===== config.mk =====
export PLATFORM = sky130hd
export DESIGN_NAME = mem_arbiter_flat
export DESIGN_NICKNAME = d
export VERILOG_FILES = /design/src/rtl/mem_arb_pkg.sv /design/src/rtl/mem_arbiter_if.sv /design/src/rtl/mem_arb_rr.sv /design/src/rtl/mem_arbiter.sv /design/src/flat_wrapper.sv
export SDC_FILE = /design/constraint.sdc
export NUM_CORES = 1
export LEC_CHECK = 0
export BUFFER_PORTS_ARGS = -buffer_cell sky130_fd_sc_hd__clkbuf_2
export CAP_MARGIN = 20
export CELL_PAD_IN_SITES_DETAIL_PLACEMENT = 0
export CELL_PAD_IN_SITES_GLOBAL_PLACEMENT = 2
export CORE_MARGIN = 2
export CORE_UTILIZATION = 29
export DETAILED_ROUTE_END_ITERATION = 8
export GPL_ROUTABILITY_DRIVEN = 0
export GPL_TIMING_DRIVEN = 1
export PLACE_DENSITY = 0.81
export SLEW_MARGIN = 40
export SYNTH_ARGS = -nofsm -noshare
export SYNTH_HDL_FRONTEND = slang
export SYNTH_SLANG_ARGS = --single-unit

===== constraint.sdc =====
create_clock -name iClk -period 4.6 [get_ports iClk]
set_clock_uncertainty 0.2 [all_clocks]
set_input_delay 0.23 -clock iClk [delete_from_list [all_inputs] [get_ports iClk]]
set_output_delay 0.23 -clock iClk [all_outputs]
set_load 0.02 [all_outputs]

===== src/rtl/mem_arb_pkg.sv =====
// mem_arb_pkg: shared types and defaults for the memory arbiter.
//   - arb_state_e : FSM state encoding (StIdle, StBusy, StResp)
//   - gnt_e       : grant IDs (GNT_I = fetch port, GNT_D = data port)
//   - DEF_*       : default parameter values
package mem_arb_pkg;

   localparam int unsigned DEF_ADDR_W      = 32;
   localparam int unsigned DEF_DATA_W      = 32;
   localparam int unsigned DEF_TIMEOUT_CYC = 255;

   typedef enum logic [1:0] {
      StIdle = 2'd0,
      StBusy = 2'd1,
      StResp = 2'd2
   } arb_state_e;

   typedef enum logic {
      GNT_I = 1'b0,
      GNT_D = 1'b1
   } gnt_e;

   function automatic gnt_e other_port(input gnt_e g);
      return (g == GNT_I) ? GNT_D : GNT_I;
   endfunction

endpackage


===== src/rtl/mem_arbiter_if.sv =====
// mem_arbiter_if: bundles the fetch port, data port, shared memory bus and status
// signals of mem_arbiter.
//   master : arbiter view (drives responses, memory bus and status)
//   slave  : environment view (requesters and memory)
interface mem_arbiter_if #(
   parameter int unsigned ADDR_W = 32,
   parameter int unsigned DATA_W = 32
);
   localparam int unsigned BE_W = DATA_W / 8;

   // Fetch port
   logic              iI_Req;
   logic [ADDR_W-1:0] iI_Addr;
   logic [DATA_W-1:0] oI_Data;
   logic              oI_Rdy;
   // Data port
   logic              iD_Read;
   logic              iD_Write;
   logic [ADDR_W-1:0] iD_Addr;
   logic [DATA_W-1:0] iD_WData;
   logic [BE_W-1:0]   iD_BE;
   logic [DATA_W-1:0] oD_RData;
   logic              oD_Rdy;
   // Shared memory bus
   logic [ADDR_W-1:0] oMem_Addr;
   logic [DATA_W-1:0] oMem_WData;
   logic [BE_W-1:0]   oMem_BE;
   logic              oMem_Read;
   logic              oMem_Write;
   logic [DATA_W-1:0] iMem_RData;
   logic              iMem_Ack;
   // Status
   logic              oBusy;
   logic              oErr;

   modport master (
      input  iI_Req, iI_Addr, iD_Read, iD_Write, iD_Addr, iD_WData, iD_BE,
      input  iMem_RData, iMem_Ack,
      output oI_Data, oI_Rdy, oD_RData, oD_Rdy,
      output oMem_Addr, oMem_WData, oMem_BE, oMem_Read, oMem_Write,
      output oBusy, oErr
   );

   modport slave (
      output iI_Req, iI_Addr, iD_Read, iD_Write, iD_Addr, iD_WData, iD_BE,
      output iMem_RData, iMem_Ack,
      input  oI_Data, oI_Rdy, oD_RData, oD_Rdy,
      input  oMem_Addr, oMem_WData, oMem_BE, oMem_Read, oMem_Write,
      input  oBusy, oErr
   );

endinterface


===== src/rtl/mem_arb_rr.sv =====
// mem_arb_rr: combinational 2-way round-robin picker.
//   req_fetch_i / req_data_i : pending requests
//   last_gnt_i               : port granted most recently
//   valid_o                  : at least one request pending
//   gnt_o                    : port to grant (meaningful when valid_o)
module mem_arb_rr
   import mem_arb_pkg::*;
(
   input  logic req_fetch_i,
   input  logic req_data_i,
   input  gnt_e last_gnt_i,
   output logic valid_o,
   output gnt_e gnt_o
);

   always_comb begin
      valid_o = req_fetch_i | req_data_i;
      gnt_o   = GNT_D;
      if (req_fetch_i && req_data_i) begin
         // Contention: the port that was not served last wins.
         gnt_o = other_port(last_gnt_i);
      end else if (req_fetch_i) begin
         gnt_o = GNT_I;
      end
   end

endmodule


===== src/rtl/mem_arbiter.sv =====
// mem_arbiter: shares one memory bus between an instruction-fetch port and a
// data port using a three-state FSM (idle / busy / response) and round-robin
// arbitration. Memory bus outputs are registered and held until iMem_Ack.
//   iClk, iRst : clock, asynchronous active-high reset
//   bus        : mem_arbiter_if.master (fetch port, data port, memory bus, status)
// Optional feature: define MEM_ARB_TIMEOUT_EN to abort a transaction after
// TIMEOUT_CYC busy cycles without ack (read data 0, sticky oErr). Without it the
// arbiter waits forever and oErr is tied low.
module mem_arbiter
   import mem_arb_pkg::*;
#(
   parameter int unsigned ADDR_W      = DEF_ADDR_W,
   parameter int unsigned DATA_W      = DEF_DATA_W,
   parameter int unsigned TIMEOUT_CYC = DEF_TIMEOUT_CYC
) (
   input logic          iClk,
   input logic          iRst,
   mem_arbiter_if.master bus
);

   localparam int unsigned BE_W = DATA_W / 8;

   if (TIMEOUT_CYC < 1) begin : g_bad_timeout
      $error("TIMEOUT_CYC must be at least 1");
   end

   arb_state_e        state_q, state_d;
   gnt_e              gnt_q, gnt_d;
   gnt_e              last_gnt_q, last_gnt_d;
   logic [ADDR_W-1:0] mem_addr_q, mem_addr_d;
   logic [DATA_W-1:0] mem_wdata_q, mem_wdata_d;
   logic [BE_W-1:0]   mem_be_q, mem_be_d;
   logic              mem_read_q, mem_read_d;
   logic              mem_write_q, mem_write_d;
   logic [DATA_W-1:0] i_data_q, i_data_d;
   logic [DATA_W-1:0] d_rdata_q, d_rdata_d;

`ifdef MEM_ARB_TIMEOUT_EN
   localparam int unsigned CntW = $clog2(TIMEOUT_CYC + 1);
   logic [CntW-1:0]   cnt_q, cnt_d;
   logic              err_q, err_d;
`endif

   logic pick_valid;
   gnt_e pick_gnt;

   mem_arb_rr u_rr (
      .req_fetch_i (bus.iI_Req),
      .req_data_i  (bus.iD_Read | bus.iD_Write),
      .last_gnt_i  (last_gnt_q),
      .valid_o     (pick_valid),
      .gnt_o       (pick_gnt)
   );

   always_comb begin
      state_d     = state_q;
      gnt_d       = gnt_q;
      last_gnt_d  = last_gnt_q;
      mem_addr_d  = mem_addr_q;
      mem_wdata_d = mem_wdata_q;
      mem_be_d    = mem_be_q;
      mem_read_d  = mem_read_q;
      mem_write_d = mem_write_q;
      i_data_d    = i_data_q;
      d_rdata_d   = d_rdata_q;
`ifdef MEM_ARB_TIMEOUT_EN
      cnt_d       = cnt_q;
      err_d       = err_q;
`endif

      case (state_q)
         StIdle: begin
            if (pick_valid) begin
               state_d    = StBusy;
               gnt_d      = pick_gnt;
               last_gnt_d = pick_gnt;
`ifdef MEM_ARB_TIMEOUT_EN
               cnt_d      = '0;
`endif
               if (pick_gnt == GNT_I) begin
                  mem_addr_d  = bus.iI_Addr;
                  mem_wdata_d = '0;
                  mem_be_d    = '1;
                  mem_read_d  = 1'b1;
                  mem_write_d = 1'b0;
               end else begin
                  // Simultaneous read and write on the data port resolves to the write.
                  mem_addr_d  = bus.iD_Addr;
                  mem_wdata_d = bus.iD_WData;
                  mem_be_d    = bus.iD_BE;
                  mem_write_d = bus.iD_Write;
                  mem_read_d  = ~bus.iD_Write;
               end
            end
         end

         StBusy: begin
            if (bus.iMem_Ack) begin
               state_d     = StResp;
               mem_read_d  = 1'b0;
               mem_write_d = 1'b0;
               if (mem_read_q) begin
                  if (gnt_q == GNT_I) i_data_d  = bus.iMem_RData;
                  else                d_rdata_d = bus.iMem_RData;
               end
`ifdef MEM_ARB_TIMEOUT_EN
            end else if (cnt_q == CntW'(TIMEOUT_CYC - 1)) begin
               // Last allowed busy cycle without ack: abort and report zero data.
               state_d     = StResp;
               mem_read_d  = 1'b0;
               mem_write_d = 1'b0;
               err_d       = 1'b1;
               if (mem_read_q) begin
                  if (gnt_q == GNT_I) i_data_d  = '0;
                  else                d_rdata_d = '0;
               end
            end else begin
               cnt_d = cnt_q + CntW'(1);
`endif
            end
         end

         StResp: begin
            state_d = StIdle;
         end

         default: begin
            state_d = StIdle;
         end
      endcase
   end

   always_ff @(posedge iClk or posedge iRst) begin
      if (iRst) begin
         state_q     <= StIdle;
         gnt_q       <= GNT_I;
         last_gnt_q  <= GNT_I;
         mem_addr_q  <= '0;
         mem_wdata_q <= '0;
         mem_be_q    <= '0;
         mem_read_q  <= 1'b0;
         mem_write_q <= 1'b0;
         i_data_q    <= '0;
         d_rdata_q   <= '0;
      end else begin
         state_q     <= state_d;
         gnt_q       <= gnt_d;
         last_gnt_q  <= last_gnt_d;
         mem_addr_q  <= mem_addr_d;
         mem_wdata_q <= mem_wdata_d;
         mem_be_q    <= mem_be_d;
         mem_read_q  <= mem_read_d;
         mem_write_q <= mem_write_d;
         i_data_q    <= i_data_d;
         d_rdata_q   <= d_rdata_d;
      end
   end

`ifdef MEM_ARB_TIMEOUT_EN
   always_ff @(posedge iClk or posedge iRst) begin
      if (iRst) begin
         cnt_q <= '0;
         err_q <= 1'b0;
      end else begin
         cnt_q <= cnt_d;
         err_q <= err_d;
      end
   end

   assign bus.oErr = err_q;
`else
   assign bus.oErr = 1'b0;
`endif

   assign bus.oMem_Addr  = mem_addr_q;
   assign bus.oMem_WData = mem_wdata_q;
   assign bus.oMem_BE    = mem_be_q;
   assign bus.oMem_Read  = mem_read_q;
   assign bus.oMem_Write = mem_write_q;
   assign bus.oI_Data    = i_data_q;
   assign bus.oD_RData   = d_rdata_q;
   assign bus.oI_Rdy     = (state_q == StResp) && (gnt_q == GNT_I);
   assign bus.oD_Rdy     = (state_q == StResp) && (gnt_q == GNT_D);
   assign bus.oBusy      = (state_q != StIdle);

endmodule


===== src/flat_wrapper.sv =====
// flat-port wrapper written by rule: the top's interface ports become plain ports
module mem_arbiter_flat import mem_arb_pkg::*;
#(
   parameter int unsigned ADDR_W      = DEF_ADDR_W,
   parameter int unsigned DATA_W      = DEF_DATA_W,
   parameter int unsigned TIMEOUT_CYC = DEF_TIMEOUT_CYC
)
  (iClk, iRst, bus_iI_Req, bus_iI_Addr, bus_iD_Read, bus_iD_Write, bus_iD_Addr, bus_iD_WData, bus_iD_BE, bus_iMem_RData, bus_iMem_Ack, bus_oI_Data, bus_oI_Rdy, bus_oD_RData, bus_oD_Rdy, bus_oMem_Addr, bus_oMem_WData, bus_oMem_BE, bus_oMem_Read, bus_oMem_Write, bus_oBusy, bus_oErr);
  mem_arbiter_if #(.ADDR_W(ADDR_W), .DATA_W(DATA_W)) bus_i ();
  input logic iClk;
  input logic iRst;
  input wire logic [$bits(bus_i.iI_Req)-1:0] bus_iI_Req;
  input wire logic [$bits(bus_i.iI_Addr)-1:0] bus_iI_Addr;
  input wire logic [$bits(bus_i.iD_Read)-1:0] bus_iD_Read;
  input wire logic [$bits(bus_i.iD_Write)-1:0] bus_iD_Write;
  input wire logic [$bits(bus_i.iD_Addr)-1:0] bus_iD_Addr;
  input wire logic [$bits(bus_i.iD_WData)-1:0] bus_iD_WData;
  input wire logic [$bits(bus_i.iD_BE)-1:0] bus_iD_BE;
  input wire logic [$bits(bus_i.iMem_RData)-1:0] bus_iMem_RData;
  input wire logic [$bits(bus_i.iMem_Ack)-1:0] bus_iMem_Ack;
  output wire logic [$bits(bus_i.oI_Data)-1:0] bus_oI_Data;
  output wire logic [$bits(bus_i.oI_Rdy)-1:0] bus_oI_Rdy;
  output wire logic [$bits(bus_i.oD_RData)-1:0] bus_oD_RData;
  output wire logic [$bits(bus_i.oD_Rdy)-1:0] bus_oD_Rdy;
  output wire logic [$bits(bus_i.oMem_Addr)-1:0] bus_oMem_Addr;
  output wire logic [$bits(bus_i.oMem_WData)-1:0] bus_oMem_WData;
  output wire logic [$bits(bus_i.oMem_BE)-1:0] bus_oMem_BE;
  output wire logic [$bits(bus_i.oMem_Read)-1:0] bus_oMem_Read;
  output wire logic [$bits(bus_i.oMem_Write)-1:0] bus_oMem_Write;
  output wire logic [$bits(bus_i.oBusy)-1:0] bus_oBusy;
  output wire logic [$bits(bus_i.oErr)-1:0] bus_oErr;
  assign bus_i.iI_Req = bus_iI_Req;
  assign bus_i.iI_Addr = bus_iI_Addr;
  assign bus_i.iD_Read = bus_iD_Read;
  assign bus_i.iD_Write = bus_iD_Write;
  assign bus_i.iD_Addr = bus_iD_Addr;
  assign bus_i.iD_WData = bus_iD_WData;
  assign bus_i.iD_BE = bus_iD_BE;
  assign bus_i.iMem_RData = bus_iMem_RData;
  assign bus_i.iMem_Ack = bus_iMem_Ack;
  assign bus_oI_Data = bus_i.oI_Data;
  assign bus_oI_Rdy = bus_i.oI_Rdy;
  assign bus_oD_RData = bus_i.oD_RData;
  assign bus_oD_Rdy = bus_i.oD_Rdy;
  assign bus_oMem_Addr = bus_i.oMem_Addr;
  assign bus_oMem_WData = bus_i.oMem_WData;
  assign bus_oMem_BE = bus_i.oMem_BE;
  assign bus_oMem_Read = bus_i.oMem_Read;
  assign bus_oMem_Write = bus_i.oMem_Write;
  assign bus_oBusy = bus_i.oBusy;
  assign bus_oErr = bus_i.oErr;
  mem_arbiter #(.ADDR_W(ADDR_W), .DATA_W(DATA_W), .TIMEOUT_CYC(TIMEOUT_CYC)) u_core (.iClk(iClk), .iRst(iRst), .bus(bus_i));
endmodule

Word-level counts from Yosys, hierarchy flattened
Cells that the tools add are included.
{"block": "totals", "regBits": 137, "inputBits": 138, "out_inout_bits": 138}
{"block": "classes", "eq_ne": 4, "mux": 16, "n_bitwise": 4, "reduce_logical": 11}
{"cell": "$mux 32", "n": 2}
{"cell": "$mux 1", "n": 8}
{"cell": "$reduce_and 4->1", "n": 2}
{"cell": "$mux 2", "n": 2}
{"cell": "$mux 4", "n": 1}
{"cell": "$pmux 1 s2", "n": 2}
{"cell": "$pmux 2 s2", "n": 1}
{"cell": "$reduce_and 2->1", "n": 2}
{"cell": "$reduce_bool 2->1", "n": 2}
{"cell": "$logic_and 1x1->1", "n": 3}
{"cell": "$reduce_and 3->1", "n": 1}
{"cell": "$eq 2x1->1 const B", "n": 1}
{"cell": "$eq 2x2->1 const B", "n": 1}
{"cell": "$logic_not 2->1", "n": 1}
{"cell": "$ne 2x1->1 const B", "n": 1}
{"cell": "$ne 2x2->1 const B", "n": 1}
{"cell": "$not 1->1", "n": 2}
{"cell": "$or 1x1->1", "n": 2}

Logic depth before layout (Yosys ltp)
Gate-level depths: netlist of the first run.
{"block": "depth", "ltp_word": 6, "mapped_depth": 6, "mapped_depth_nobuf": 3}

Hierarchy
Synthesis of the first run repeated with hierarchy kept, for this count alone.
{"block": "hier_totals", "hier_cells": 459, "hier_area_um2": 5631.7}
{"mod": "mem_arbiter", "instances": 1, "cells_each": 456, "area_each_um2": 5616.6, "seq_area_each_um2": 3428.3}
{"mod": "mem_arb_rr", "instances": 1, "cells_each": 3, "area_each_um2": 15.0, "seq_area_each_um2": 0.0}

Worst setup path after synthesis of the first run
No wires, ideal clock.
{"block": "synth_path", "path_kind": "register -> register", "startpoint": "register u_core.state_q[0]", "endpoint": "register u_core.mem_wdata_q[10] (netlist: u_core.bus.oMem_WData[10])", "t_arrival_ns": 1.473, "required_time_ns": 4.279, "slack_ns": 2.806, "path_stages_with_launch": 7, "synth_period_minus_slack_ns": 1.794, "path_cell_list": "dfrtp_1 or2_1 buf_6 or2_1 buf_6 buf_6 a22o_1"}
{"block": "synth_between", "elab_chain_cells": 2}
{"item": "from (decl)", "line_no": "mem_arbiter.sv:27", "text": "arb_state_e state_q, state_d;"}
{"item": "from (signal assigned)", "line_no": "mem_arbiter.sv:135", "text": "state_q <= StIdle;"}
{"item": "from (signal assigned)", "line_no": "mem_arbiter.sv:146", "text": "state_q <= state_d;"}
{"item": "$logic_not 2->1", "line_no": "mem_arbiter.sv:71", "text": "case (state_q)"}
{"item": "$reduce_and 2->1 (no source line)"}
{"item": "to (signal assigned)", "line_no": "mem_arbiter.sv:150", "text": "mem_wdata_q <= mem_wdata_d;"}
{"item": "to (decl)", "line_no": "mem_arbiter.sv:31", "text": "logic [DATA_W-1:0] mem_wdata_q, mem_wdata_d;"}
No other way between the ends.
A chain may end at the register's enable or synchronous reset.

Worst setup path after layout of the first run
{"block": "layout_path", "startpoint": "register u_core.state_q[0]", "endpoint": "register u_core.mem_addr_q[10] (netlist: u_core.bus.oMem_Addr[10])"}
{"block": "layout_between", "elab_chain_cells": 2}
{"item": "$logic_not 2->1", "line_no": "mem_arbiter.sv:71"}
{"item": "$reduce_and 2->1 (no source line)"}
{"item": "to (signal assigned)", "line_no": "mem_arbiter.sv:149", "text": "mem_addr_q <= mem_addr_d;"}
{"item": "to (decl)", "line_no": "mem_arbiter.sv:30", "text": "logic [ADDR_W-1:0] mem_addr_q, mem_addr_d;"}
No other way between the ends.

==> results of run 1 <==
## cell usage after synthesis
cell	instances
o21ai_0	34
nand3b_1	1
o211ai_1	1
clkbuf_2	1
nor2_1	1
and2_1	1
or2_2	1
mux2_2	63
clkbuf_1	17
mux2_1	2
buf_6	8
nand4b_1	1
buf_4	4
a211oi_4	1
buf_2	8
inv_1	8
nor3_4	1
a22o_1	32
a2bb2oi_1	36
nand2b_1	1
or2_1	2
conb_1	1
o21ba_2	1
a311oi_1	32
a21boi_0	1
a21o_1	1
dfrtp_1	137
nor3b_1	2
nor2_2	1
o21bai_1	1
## how the worst min path moves through the flow
| stage | to |
|---|---|
| global placement | u_core.bus.oMem_WData[5] |
| CTS | u_core.bus.oMem_Read |
| global route | u_core.bus.oMem_Read |
| detailed placement | u_core.bus.oMem_WData[27] |
| floorplan | u_core.state_q[0] |
| finish | u_core.bus.oMem_Read |
## logic make-up after synthesis
logic type | after synthesis | share of synthesized area [%]
other | 1 | 0.0668
DFF | 137 | 61.0
AOI/OAI and AO/OA | 140 | 19.7
buffers and inverters | 46 | 4.61
muxes | 65 | 13.0
and+or+nand+nor | 12 | 1.58
## registers in the layout, summed over array words and instances (netlist names)
signal / cells
u_core.state_q: 2
u_core.bus.oD_RData: 32
u_core.bus.oMem_Write: 1
u_core.bus.oMem_BE: 4
u_core.bus.oMem_Read: 1
u_core.bus.oI_Data: 32
u_core.bus.oMem_Addr: 32
u_core.gnt_q: 1
u_core.bus.oMem_WData: 32
## metal layers
metal | up-vias | global-route usage (%) | share of wire (%)
met2 | 212 | 30.6 | 51
li1 | 2333 | - | -
met5 | - | 0 | 0
met4 | 0 | 6.72 | 2.2
met3 | 27 | 3.96 | 6.3
met1 | 2557 | 20.2 | 40
## power groups by stage
stage / Sequential, mW / Clock [mW] / Combinational [mW]
after CTS: 2.13 / 1.64 / 3.04
final: 2.14 / 1.60 / 3.04
after floorplan: 2.78 / 0 / 1.12
after global placement: 2.14 / 0 / 2.63
after detailed placement: 2.15 / 0 / 2.71
after global routing: 2.21 / 1.69 / 3.26
## placed cells by master, fill, tap and decap left out, types with 3 or more instances in the layout
cell,count
a311oi_1,32
bufinv_16,6
clkinv_4,3
clkbuf_2,274
o21ai_0,34
clkbuf_16,17
a22o_1,32
buf_4,7
mux2_2,63
dfrtp_1,137
inv_1,6
dlygate4sd3_1,134
a2bb2oi_1,36
## layout make-up
cell class                 count  area (µm²)  area share, %
sequential                   137        3430           37.2
timing repair buffer         416        2790           30.3
multi-input combinational    218        1940           21.1
clock buffer                  20         457           4.95
tap                          260         325           3.53
clock inverter                12         235           2.55
inverter                       8        37.5          0.407
## critical path: stages, from the launching register on
cell           delay, ps
dfrtp_1              450
or2_1                250
buf_4                250
nor2_2               610
buf_4                410
a2bb2oi_1            210
dlygate4sd3_1        590
## per-stage QoR
step	power [mW]	instance area [µm²]
global route	7.15	9220
global placement	4.76	7150
finish	6.78	9220
CTS	6.81	9220
detailed placement	4.85	7180
floorplan	3.90	5620
==> results_dict.tcl, run 1 <==
set metrics [dict create \
    coreArea_um2 18800 \
    ir_drop_mv 0.271 \
    hold_violations 0 \
    r2r_cells 6 \
    p_sw_share_pct 37.9 \
    worst_pin_slew_ps 811 \
    critPathRequiredTime_ps 4750 \
    synth-seq-area-share_pct 61.0 \
    die_y_um 143 \
    setup_violations 0 \
    clockBufferDepth 2 \
    syn_inst 401 \
    leakagePower_nw 4.42 \
    postCtsSetupRepairBufs 0 \
    rrSetupSlack_ps 1550 \
    numCtsBuffers 17 \
    grt_max_degree 96 \
    whs_path_depth 3 \
    cts_resized 0 \
    synth_top_cell_by_area "dfrtp_1" \
    grt_pass1_vias 5331 \
    clkLatencyLatePin_ps 410 \
    worst_setup_path_end_kind "flop" \
    grtUsageTotal_pct 17.3 \
    startpoint "u_core.state_q[0]" \
    critical_path_class "flop to flop" \
    comb_power_share_pct 44.9 \
    areaGrowthSynthToFinish_pct 64.1 \
    slew_viol_final 0 \
    num_rows 50 \
    drv_cap 0 \
    whs_ps 69.0 \
    p_int_mw 4.21 \
    synth_top_area_share_pct 61.0 \
    p_per_area_nw_per_um2 735 \
    synthesis.nets 539 \
    root_buffer "clkbuf_16" \
    p_switching_mw 2.57 \
    hold_class "input port to flop" \
    synthTopCellsByArea "dfrtp_1, mux2_2, a2bb2oi_1" \
    clockPowerShare_pct 23.6 \
    ctsHoldBuffers 134 \
    first_pass_iters 4 \
    syn-cell-area_um2 5620 \
    finalWirelength_um 17900 \
    cts_tree "built" \
    vias 5129 \
    layout.cells.non_filler 1071 \
    pre_cts_slack_ps 1830 \
    tns_ps 0 \
    htreeDepth 4 \
    nFillCells 1703 \
    rr_startpoint "u_core.state_q[0]" \
    grt_setup_unrepaired "no" \
    drive_gt1_share_pct 47.5 \
    cp_max_fo 37 \
    seqPwrFrac_pct 31.5 \
    port_buffers 274 \
    postRouteAntennaNets 0 \
    hp-start "bus_iD_Write" \
    fin_ws_ps 1550 \
    max-slew-margin-rel_pct 46.0 \
    period_minus_slack_ps 3050 \
    avgSynthCellArea_um2 14.0 \
    dp_cells 905 \
    dp_hpwl_um 12000 \
    ys_ff_latch 137 \
    outcome "finished clean" \
    cts.clk_slew.worst_paths_ps 60 \
    grt_antenna_before_repair 0 \
    grt-ovfl-total 0 \
    fin_nets 936 \
    cp-endpoint "u_core.bus.oMem_Addr[10]" \
    wl_per_cell_um 16.8 \
    clkSinkCount 137 \
    post-route-period-util_pct 66.3 \
    die_area_um2 20500 \
    start_util_pct 29.8 \
    synth.distinct_cells 30 \
    postLayoutCoreUtil_pct 49.0 \
    worstReg2RegEnd "u_core.bus.oMem_Addr[10]" \
    grt_pass1_wl_um 27600 \
    io_pins 276 \
    critPathLaunchType "flop" \
    diodes 0 \
    routed_via_density 4.79 \
    dr.first_iter.drc_count 169 \
    die_w_um 143 \
    drc 0 \
    max_freq_mhz 328 \
    ys_warn_count 0 \
    arrival_ps 3200 \
]
Note: power is estimated with default switching activity, not from simulation.
==> run 2, diff against run 1 <==
CORE_UTILIZATION = 26   (was 29)
PLACE_DENSITY = 0.77   (was 0.81)
clock period = 2.65 ns   (was 4.6 ns; I/O delays follow)
==> results_dict.tcl, run 2 (synthesized netlist as in run 1, its figures left out) <==
set metrics [dict create \
    period_minus_slack_ps 2520 \
    critPathRequiredTime_ps 2730 \
    cp_max_fo 33 \
    critPathMaxStageDelay_ps 570 \
    worstReg2RegEnd "u_core.bus.oMem_Addr[25]" \
    clockPowerShare_pct 18.8 \
    routed_via_density 4.70 \
    slew_viol_final 0 \
    grt_pass1_wl_um 28000 \
    critPathLaunchType "input port" \
    nFillCells 2008 \
    dr.first_iter.drc_count 213 \
    seq_area_um2 3430 \
    grt_pass1_vias 5522 \
    setup_violations 0 \
    critical_path_class "input port to flop" \
    p_int_mw 6.67 \
    tns_ps 0 \
    num_rows 53 \
    cp_slowest_cell "dlygate4sd3_1" \
    fin_nets 940 \
    arrival_ps 2610 \
    coreArea_um2 21100 \
    r2r_cells 5 \
    port_buffers 274 \
    drv_cap 0 \
    rr_startpoint "u_core.state_q[0]" \
    die_w_um 151 \
    path_buf_inv 5 \
    hold_violations 0 \
    finalPower_mw 11.1 \
    clkSinkCount 137 \
    p_sw_share_pct 39.8 \
    finalWirelength_um 18300 \
    leakagePower_nw 4.35 \
    worst_pin_slew_ps 793 \
    p_switching_mw 4.41 \
    p_per_area_nw_per_um2 1220 \
    path_cells "dlygate4sd3_1 > clkbuf_2 > nor3_4 > buf_4 > nor2_2 > buf_4 > a2bb2oi_1 > dlygate4sd3_1" \
    htreeDepth 4 \
    dp_hpwl_um 11700 \
    grt_antenna_before_repair 0 \
    clkLatencyLatePin_ps 400 \
    grt-ovfl-total 0 \
    post-route-period-util_pct 95.3 \
    cts.clk_slew.worst_paths_ps 50 \
    max_freq_mhz 396 \
    vias 5122 \
    first_pass_iters 4 \
    comb_power_share_pct 47.9 \
    cts_tree "built" \
    areaGrowthSynthToFinish_pct 61.7 \
    min_to "u_core.gnt_q" \
    hold_class "input port to flop" \
    multi_input_area_um2 1940 \
    drive_gt1_share_pct 47.3 \
    whs_path_depth 3 \
    root_buffer "clkbuf_16" \
    grtUsageTotal_pct 15.7 \
    postRouteAntennaNets 0 \
    postCtsSetupRepairBufs 0 \
    final_cell_mix "clkbuf_2, dfrtp_1, dlygate4sd3_1, mux2_2, a2bb2oi_1" \
    wl_per_cell_um 16.8 \
    rrSetupSlack_ps 130 \
    numCtsBuffers 17 \
    final_common_cell "clkbuf_2" \
    die_y_um 151 \
    grt_setup_unrepaired "no" \
    outcome "finished clean" \
    start_util_pct 26.6 \
    die_area_um2 22800 \
    ir_drop_mv 0.542 \
    hp-start "bus_iI_Req" \
    max-slew-margin-rel_pct 47.1 \
    clockBufferDepth 2 \
    grt_max_degree 138 \
    drc 0 \
    crit_family "buffers and inverters" \
    diodes 0 \
    io_pins 276 \
    worst_setup_path_end_kind "flop" \
    seqPwrFrac_pct 33.3 \
]
run 2: repair_timing:
item	4_1_cts	5_1_grt
setup endpoints to repair	0	19
hold buffers	136	0
hold endpoints to repair	272	0
resized for setup	0	1
run 2: power groups by stage:
stage               Clock, mW  Sequential, mW  Combinational (mW)
finish                   2.08            3.69                5.31
global route             2.28            3.83                5.68
CTS                      2.18            3.68                5.32
detailed placement          0            3.70                4.72
global placement            0            3.68                4.62
floorplan                   0            4.83                1.95
run 2: worst register-to-register path, cell delays in order (launching register included):
cell	delay, ps
dfrtp_1	430
or2_2	500
buf_4	300
a311oi_1	290
a2bb2oi_1	110
dlygate4sd3_1	580
run 2: per-stage QoR:
step,area [µm²],instances,util (%),hold slack (ps),worst slack (ps)
after floorplan,5620,401,-,39.8,610
after global placement,7210,922,34.2,151,359
after detailed placement,7210,922,34.2,153,309
after CTS,9080,1089,43.1,19.8,82.0
after global routing,9080,1089,43.1,39.3,23.1
final,9080,1089,43.1,41.1,126
run 2: area by class of cell:
type | instances | share of cell area [%]
multi-input cells | 218 | 21.4
well taps | 275 | 3.79
clock buffers | 20 | 4.81
inverters | 8 | 0.372
clock inverters | 11 | 0.840
repair buffers | 420 | 31.0
flip-flops and latches | 137 | 37.7
run 2: routing by layer:
layer / GRT usage, % / vias up / part of all wire [%]
met1: 18.2 / 2548 / 40
li1: - / 2334 / -
met5: 0 / - / 0
met4: 6.03 / 0 / 2.3
met2: 28.2 / 214 / 52
met3: 3.80 / 26 / 6.2
run 2: worst max path at each step:
stage / start / cells after the start / end / slack, ps
6_report: bus_iD_Write / 8 / u_core.bus.oMem_Addr[23] / 130
5_1_grt: u_core.state_q[0] / 5 / u_core.bus.oMem_Addr[22] / 20
4_1_cts: u_core.state_q[0] / 5 / u_core.bus.oMem_Addr[26] / 80
3_5_place_dp: u_core.state_q[0] / 4 / u_core.bus.oMem_Write / 310
3_3_place_gp: u_core.state_q[0] / 4 / u_core.bus.oMem_Write / 360
2_1_floorplan: iRst / 1 / u_core.bus.oD_RData[0] / 610
==> run 3, diff against run 2 <==
CORE_MARGIN = 3   (was 2)
CORE_UTILIZATION = 29   (was 26)
PLACE_DENSITY = 0.81   (was 0.77)
clock period = 2.6 ns   (was 2.65 ns; I/O delays follow)
==> results_dict.tcl, run 3 (synthesized netlist as in run 1, its figures left out) <==
set metrics [dict create \
    seq_area_um2 3430 \
    critPathRequiredTime_ps 2690 \
    max_freq_mhz 401 \
    areaGrowthSynthToFinish_pct 63.2 \
    worst_setup_path_end_kind "flop" \
    outcome "finished clean" \
    grt_setup_unrepaired "no" \
    hold_violations 0 \
    fin_area_um2 9170 \
    drc 0 \
    startpoint "bus_iD_Write" \
    cts_tree "built" \
    hold_class "input port to flop" \
    detailed_place.area_um2 7230 \
    dp_hpwl_um 12000 \
    port_buffers 274 \
    r2r_cells 6 \
    grt_pass1_wl_um 29900 \
    ir_drop_mv 0.620 \
    cp-endpoint "u_core.bus.oMem_Addr[5]" \
    hp-start "bus_iI_Req" \
    postRouteAntennaNets 0 \
    routed_via_density 4.79 \
    tns_ps 0 \
    clkSinkCount 137 \
    clkLatencyLatePin_ps 400 \
    clockBufferDepth 2 \
    grt_antenna_before_repair 0 \
    num_rows 50 \
    critical_path_class "input port to flop" \
    multi_input_area_um2 1940 \
    cts.clk_slew.worst_paths_ps 60 \
    drv_cap 0 \
    nFillCells 1718 \
    setup_violations 0 \
    max-slew-margin-rel_pct 44.2 \
    numCtsBuffers 17 \
    diodes 0 \
    final_common_cell "clkbuf_2" \
    start_util_pct 29.7 \
    leakagePower_nw 4.39 \
    wl_per_cell_um 17.0 \
    io_pins 276 \
    critPathLaunchType "input port" \
    post-route-period-util_pct 96.0 \
    die_area_um2 21100 \
    p_per_area_nw_per_um2 1260 \
    dr.first_iter.drc_count 131 \
    rr_startpoint "u_core.state_q[0]" \
    root_buffer "clkbuf_16" \
    period_minus_slack_ps 2500 \
    coreArea_um2 18900 \
    htreeDepth 4 \
    drive_gt1_share_pct 47.4 \
    fin_nets 942 \
    grt-ovfl-total 0 \
    cp_max_fo 33 \
    first_pass_iters 4 \
    grt_pass1_vias 5669 \
    vias 5159 \
    grt_max_degree 52 \
    finalWirelength_um 18300 \
    arrival_ps 2580 \
    die_w_um 145 \
    rrSetupSlack_ps 180 \
    worst_pin_slew_ps 836 \
    worstReg2RegEnd "u_core.bus.oMem_Addr[23]" \
    final_cell_mix "clkbuf_2, dfrtp_1, dlygate4sd3_1, mux2_2, a2bb2oi_1" \
    grtUsageTotal_pct 17.4 \
    slew_viol_final 0 \
    die_y_um 145 \
]
[run 3: cell types whose count changed in the layout (fill, tap and decap cells not counted), sizes merged]
| cell | delta |
|---|---|
| inv | -1 |
| clkinvlp | +1 |
| buf | +2 |
| clkinv | -2 |
| bufinv | +2 |
[run 3: area by class of cell]
type / instances / area share, %
Clock buffer: 20 / 4.87
Clock inverter: 11 / 1.35
Inverter: 8 / 0.369
Multi-Input combinational cell: 218 / 21.2
Sequential cell: 137 / 37.4
Tap cell: 260 / 3.55
Timing Repair Buffer: 422 / 31.3
[run 3: power by group]
part           total [mW]  switching, mW  internal [mW]  leakage, nW
logic                5.42           2.97           2.45         2.47
registers            3.77          0.605           3.16         1.65
clock network        2.33          0.897           1.43        0.278
[run 3: how the worst min path moves through the flow]
stage,endpoint,slack (ps),cells past startpoint
after detailed placement,u_core.bus.oMem_WData[10],8,2
after floorplan,u_core.state_q[0],40,1
after CTS,u_core.gnt_q,70,3
after global placement,u_core.bus.oMem_WData[10],-4,2
after global routing,u_core.bus.oMem_BE[2],100,3
final,u_core.bus.oMem_BE[2],90,3
[run 3: layer usage]
layer	vias up	share of wire [%]	global-route usage (%)
li1	2338	-	-
met5	-	0	0
met4	0	2.4	6.17
met3	33	5.6	4.56
met1	2574	41	20.6
met2	214	51	30.8
[run 3: through the flow]
step / total power [mW] / utilization [%] / hold slack, ps / std cells / setup slack [ps]
floorplan: 6.91 / - / 37.3 / 401 / 563
global route: 12.2 / 48.5 / 96.7 / 1076 / 13.3
global placement: 8.47 / 38.3 / -3.81 / 909 / 601
CTS: 11.6 / 48.5 / 70.0 / 1076 / 84.7
detailed placement: 8.60 / 38.3 / 7.90 / 909 / 516
finish: 11.5 / 48.5 / 90.8 / 1076 / 104
[run 3: timing repair]
item,4_1_cts,5_1_grt
setup buffers,0,0
resized for setup,0,2
endpoints found under the setup margin,0,16
hold buffers,136,0
hold endpoints to repair,168,0
[run 3: critical path, stage by stage]
cell and delay, ps:
dlygate4sd3_1 560, clkbuf_2 160, nor3_4 280, buf_4 420, nor2_2 80, buf_4 210
a2bb2oi_1 140, dlygate4sd3_1 570
